$ cat src/rtl/incdec_addr_latch_if.sv
// Bus between the register file (master) and the address latch/incrementer (slave).
// Optional macro INCDEC_KFLAG_EN adds the kflag wrap indicator to the bus.
interface incdec_addr_latch_if #(
  parameter int AW = 16
) ();
  logic [AW-1:0] addr_in;
  logic          ld;
  logic          start;
  logic [1:0]    op;
  logic [AW-1:0] addr_out;
  logic          busy;
  logic          wb_valid;
  logic          wb_ready;
  logic [AW-1:0] wb_data;
  logic          done;
`ifdef INCDEC_KFLAG_EN
  logic          kflag;
`endif

  modport master (
    output addr_in, ld, start, op, wb_ready,
    input  addr_out, busy, wb_valid, wb_data, done
`ifdef INCDEC_KFLAG_EN
    , input kflag
`endif
  );

  modport slave (
    input  addr_in, ld, start, op, wb_ready,
    output addr_out, busy, wb_valid, wb_data, done
`ifdef INCDEC_KFLAG_EN
    , output kflag
`endif
  );
endinterface

$ cat src/rtl/incdec_addr_latch.sv
// 16-bit address latch with +/-1 unit and valid/ready write-back to the register file.
// Optional macro INCDEC_KFLAG_EN: kflag output flags a wrapping inc/dec.
//
// state   | meaning
// IDLE    | nothing latched since reset or last write-back
// LATCHED | pair held on addr_out, waiting for ld or start
// CALC    | one cycle computing latch +/- 1
// WB      | wb_valid high, waiting for wb_ready
module incdec_addr_latch #(
  parameter int            AW         = 16,
  parameter logic [AW-1:0] RESET_ADDR = '0
) (
  input logic                 clk,
  input logic                 rst,
  incdec_addr_latch_if.slave  bus
);

  typedef enum logic [1:0] {
    IDLE    = 2'd0,
    LATCHED = 2'd1,
    CALC    = 2'd2,
    WB      = 2'd3
  } state_t;

  localparam logic [1:0] OP_INC = 2'b01;
  localparam logic [1:0] OP_DEC = 2'b10;

  state_t        state_q, state_d;
  logic [AW-1:0] latch_q, latch_d;
  logic [AW-1:0] wb_data_q, wb_data_d;
  logic [1:0]    op_q, op_d;
  logic          done_q, done_d;
  logic [AW-1:0] calc_res;
  logic          calc_wrap;

  always_comb begin
    calc_res  = latch_q;
    calc_wrap = 1'b0;
    if (op_q == OP_INC) begin
      calc_res  = latch_q + {{(AW-1){1'b0}}, 1'b1};
      calc_wrap = &latch_q;
    end else if (op_q == OP_DEC) begin
      calc_res  = latch_q - {{(AW-1){1'b0}}, 1'b1};
      calc_wrap = ~|latch_q;
    end
  end

  always_comb begin
    state_d   = state_q;
    latch_d   = latch_q;
    wb_data_d = wb_data_q;
    op_d      = op_q;
    done_d    = 1'b0;
    case (state_q)
      IDLE: begin
        if (bus.ld) begin
          latch_d = bus.addr_in;
          state_d = LATCHED;
        end
      end
      LATCHED: begin
        // ld wins over a same-cycle start
        if (bus.ld) begin
          latch_d = bus.addr_in;
        end else if (bus.start) begin
          if (bus.op == OP_INC || bus.op == OP_DEC) begin
            op_d    = bus.op;
            state_d = CALC;
          end else begin
            wb_data_d = latch_q;
            state_d   = WB;
          end
        end
      end
      CALC: begin
        wb_data_d = calc_res;
        state_d   = WB;
      end
      WB: begin
        if (bus.wb_ready) begin
          done_d  = 1'b1;
          state_d = IDLE;
        end
      end
      default: state_d = IDLE;
    endcase
  end

  always_ff @(posedge clk or negedge rst) begin
    if (!rst) begin
      state_q   <= IDLE;
      latch_q   <= RESET_ADDR;
      wb_data_q <= RESET_ADDR;
      op_q      <= 2'b00;
      done_q    <= 1'b0;
    end else begin
      state_q   <= state_d;
      latch_q   <= latch_d;
      wb_data_q <= wb_data_d;
      op_q      <= op_d;
      done_q    <= done_d;
    end
  end

`ifdef INCDEC_KFLAG_EN
  logic kflag_q, kflag_d;

  always_comb begin
    kflag_d = kflag_q;
    if (state_q == CALC) kflag_d = calc_wrap;
  end

  always_ff @(posedge clk or negedge rst) begin
    if (!rst) kflag_q <= 1'b0;
    else      kflag_q <= kflag_d;
  end

  assign bus.kflag = kflag_q;
`else
  logic unused_wrap;
  assign unused_wrap = calc_wrap;
`endif

  // wb_valid/busy decode straight from state so an async reset drops them at once
  assign bus.addr_out = latch_q;
  assign bus.wb_data  = wb_data_q;
  assign bus.wb_valid = (state_q == WB);
  assign bus.busy     = (state_q == CALC) || (state_q == WB);
  assign bus.done     = done_q;

endmodule

$ cat src/flat_wrapper.sv
// flat-port wrapper written by rule: the top's interface ports become plain ports
module incdec_addr_latch_flat 
#(
  parameter int            AW         = 16,
  parameter logic [AW-1:0] RESET_ADDR = '0
)
  (clk, rst, bus_addr_in, bus_ld, bus_start, bus_op, bus_wb_ready, bus_addr_out, bus_busy, bus_wb_valid, bus_wb_data, bus_done);
  incdec_addr_latch_if #(.AW(AW)) bus_i ();
  input logic clk;
  input logic rst;
  input wire logic [$bits(bus_i.addr_in)-1:0] bus_addr_in;
  input wire logic [$bits(bus_i.ld)-1:0] bus_ld;
  input wire logic [$bits(bus_i.start)-1:0] bus_start;
  input wire logic [$bits(bus_i.op)-1:0] bus_op;
  input wire logic [$bits(bus_i.wb_ready)-1:0] bus_wb_ready;
  output wire logic [$bits(bus_i.addr_out)-1:0] bus_addr_out;
  output wire logic [$bits(bus_i.busy)-1:0] bus_busy;
  output wire logic [$bits(bus_i.wb_valid)-1:0] bus_wb_valid;
  output wire logic [$bits(bus_i.wb_data)-1:0] bus_wb_data;
  output wire logic [$bits(bus_i.done)-1:0] bus_done;
  assign bus_i.addr_in = bus_addr_in;
  assign bus_i.ld = bus_ld;
  assign bus_i.start = bus_start;
  assign bus_i.op = bus_op;
  assign bus_i.wb_ready = bus_wb_ready;
  assign bus_addr_out = bus_i.addr_out;
  assign bus_busy = bus_i.busy;
  assign bus_wb_valid = bus_i.wb_valid;
  assign bus_wb_data = bus_i.wb_data;
  assign bus_done = bus_i.done;
  incdec_addr_latch #(.AW(AW), .RESET_ADDR(RESET_ADDR)) u_core (.clk(clk), .rst(rst), .bus(bus_i));
endmodule
$ cat config.mk
export PLATFORM = sky130hd
export DESIGN_NAME = incdec_addr_latch_flat
export DESIGN_NICKNAME = d
export VERILOG_FILES = /design/src/rtl/incdec_addr_latch_if.sv /design/src/rtl/incdec_addr_latch.sv /design/src/flat_wrapper.sv
export SDC_FILE = /design/constraint.sdc
export NUM_CORES = 1
export LEC_CHECK = 0
export ABC_AREA = 0
export CAP_MARGIN = 20
export CORE_ASPECT_RATIO = 0.75
export CORE_MARGIN = 10
export CORE_UTILIZATION = 40
export DETAILED_ROUTE_END_ITERATION = 8
export DONT_BUFFER_PORTS = 1
export PLACE_DENSITY = 0.62
export SLEW_MARGIN = 20
export SYNTH_ARGS = -nofsm -noshare
export SYNTH_HDL_FRONTEND = slang
export SYNTH_SLANG_ARGS = --single-unit
$ cat constraint.sdc
create_clock -name clk -period 2.3 [get_ports clk]
set_input_delay 0.69 -clock clk [delete_from_list [all_inputs] [get_ports clk]]
set_output_delay 0.69 -clock clk [all_outputs]
set_load 0.01 [all_outputs]
==> impl_results.md <==
* Vias in the first global route at around 1700
* CTS Hold Buffers Added at 0
* Unrepaired setup endpoints after global routing: no
* # port buffers at 0
* PostCTS Resize Cnt at 0
* HP Class: input port to asynchronous set/reset pin
* LEAKAGE at ~1 nW
* Layout cells sized above 1 at around 20%
* Starting Density at between 40 and 50%
* Distinct cells, synth at 55
* Synthesized area at ~0.0023 sq mm
* Worst slew margin at around two thirds
* CTS Root Cell: clkbuf_8
* Via density at around 5.6
* Vias at 1729
* Max FO, Critical Path at 6
* CTS Buf Count at 5
* GPL Wtd Cong at slightly above 0.9
* Residual DRC count at 0
* Worst Path Required at around 1.6 ns
* Tot GR Track Use at between 10% and 20%
* Most frequent cells in the layout: dfrtp_1, nor2_1, nand2_1
* Clock Skew at ~0.0085 ns
* Peak VDD IR at about 0.00067 V
* Antenna Cells at 0
* Clock Sinks at 37
* Yosys Warn Count at 0
* Final Hold Vio Count at 0
* Post-placement setup slack at about 0.32 ns
* Pwr dens at between 1000 and 1500 mW/mm^2
* Synth Register Bits at 37
* Asr flop ratio synth at between 90% and 100%
* Die area at roughly 0.0093 sq mm
* Syn_area_per_cell at between 9 and 10 sq um
* Die span in x at 108 microns
* Initial antenna violation count at 0
* Filler cells at 546
* Row cnt at 23
* Prevailing post-synth register cell: dfrtp_1
* Total iterations of the first detailed-routing run at 4
* Worst skew pair latency at approximately 0.29 ns
* Setup TNS at 0 ns
* Final wirelength at a little under 6 mm
* Clk slew on worst S/H paths at 0.08 ns
* Post-Syn Nets at ~260
* Postcts setup bufs at 0
* Setup Viol. Count Final at 0
* Fin. max-slew vios at 0
* CTS Buffer Depth at 2
* Tcrit/Tclk final at 92.5%
* CTS tree: done
* Area Growth Syn to Fin at 5.05%
* GRT overflow at 0
* Worst setup EP type: primary output
* H-tree depth at 2
* Post-synth EDFFs at 0
* First-pass GRT wire length at between 9 and 10 mm
* Crit path DAT at between 1 and 1.5 ns
* WL per Instance at around 19 microns
* Final min period at 2.13 ns
* Most common cell after layout, fill and taps aside: dfrtp_1
* Run status: complete, no violations
* WS Path Type: register to primary output
* Final antenna-violating net count at 0
* Slack of the critical path at roughly 0.17 ns
* Max_cap viols at 0
* CP startpoint kind: register
* Largest net degree at the start of global routing at 38
* Max Fclk at roughly 0.47 GHz
* Fin nets at roughly 260
* Register area share after synthesis at 39.7%
* Final Hold Slack at a little under 0.09 ns
* Core Area at about 0.0055 sq mm
* Mapped Cells at 235
* Detailed Route Iter0 Violations at ~220
* Design Power at 3.55 mW
* IO Pins at 58
* Die H at ~86 microns
* Post-DP HPWL at about 4.5 mm
* Worst-margin pin slew at roughly 0.50 ns
==> per-layer routing <==
metal / track usage, % / routed length [microns] / part of all wire, %
met1: 16.4 / 2570 / 44
met2: 17.0 / 2380 / 41
met3: 7.62 / 784 / 14
met4: 3.63 / 69 / 1.2
met5: 0 / 0 / 0
==> final timing paths <==
kind	from	to	slack [ns]	depth (start not counted)
worst max-delay path	u_core.state_q[0]	bus_busy	0.17	3
worst min-delay path	rst	u_core.bus.addr_out[9]	0.09	0
worst max register to register	u_core.state_q[0]	u_core.bus.wb_data[14]	0.28	8
worst min register to register	u_core.bus.wb_data[2]	u_core.bus.wb_data[2]	0.55	2
max in group asynchronous	rst	u_core.bus.addr_out[3]	2.11	0
min in group clk	bus_op[0]	u_core.op_q[1]	0.48	1
==> report_power, final <==
group / internal [mW] / leakage, nW / switching (mW)
registers: 0.962 / 0.436 / 0.687
logic: 0.656 / 0.509 / 0.666
clock network: 0.353 / 0.0585 / 0.228
total: 1.97 / 1.00 / 1.58
==> area by class of cell <==
type                    count  area, sq um  area share [%]
repair buffers              8         60.1            2.45
well taps                  75         93.8            3.83
clock buffers               7         86.3            3.53
multi-input cells         173         1210            49.6
inverters                  10         37.5            1.53
clock inverters             1         30.0            1.23
flip-flops and latches     37          926            37.8
==> worst max-delay path, cell delays in order, from the launching register on <==
cell	delay [ns]
dfrtp_1	0.41
inv_1	0.09
ha_1	0.28
or2_2	0.36
==> flip-flops by register name, summed over array words and instances (netlist names) <==
register             cells
u_core.state_q           2
u_core.bus.addr_out     16
u_core.bus.wb_data      16
u_core.op_q              2
u_core.bus.done          1
==> cell usage after synthesis, types with 3 or more instances <==
cell | count | area share [%]
inv_1 | 10 | 1.6
and2_1 | 3 | 0.81
mux2_2 | 16 | 7.7
nor3_1 | 5 | 1.1
ha_1 | 6 | 3.2
xnor2_1 | 8 | 3.0
a31oi_1 | 4 | 1.1
buf_6 | 4 | 1.9
nor2_1 | 21 | 3.4
mux2i_1 | 3 | 1.3
nand2b_1 | 3 | 0.81
dfrtp_1 | 37 | 40
clkbuf_8 | 6 | 3.5
nand3_1 | 4 | 0.86
nor4_1 | 3 | 0.81
o21ai_0 | 13 | 2.8
a21oi_1 | 15 | 3.2
xor2_1 | 5 | 1.9
nand2_1 | 17 | 2.7
nand4_1 | 5 | 1.3
==> cell families (layout without fill, tap and decap cells) <==
kind of cell,count (synthesis),after routing,share of synthesized area (%)
adder cells (fa/ha/maj),6,6,3.22
buffers and inverters,25,26,8.16
AO/OA/AOI/OAI,50,50,14.1
AND/OR/NAND/NOR,85,85,20.9
XOR/XNOR,13,13,4.88
flip-flops,37,37,39.7
multiplexers,19,19,9.02
==> stage by stage <==
step	std cells	cell area [sq um]	utilization, %
3_5_place_dp	303	2330	42.4
6_report	311	2450	44.5
3_3_place_gp	303	2330	42.4
5_1_grt	311	2450	44.5
4_1_cts	311	2450	44.5
2_1_floorplan	235	2330	-
Note: power is estimated with default switching activity, not from simulation.
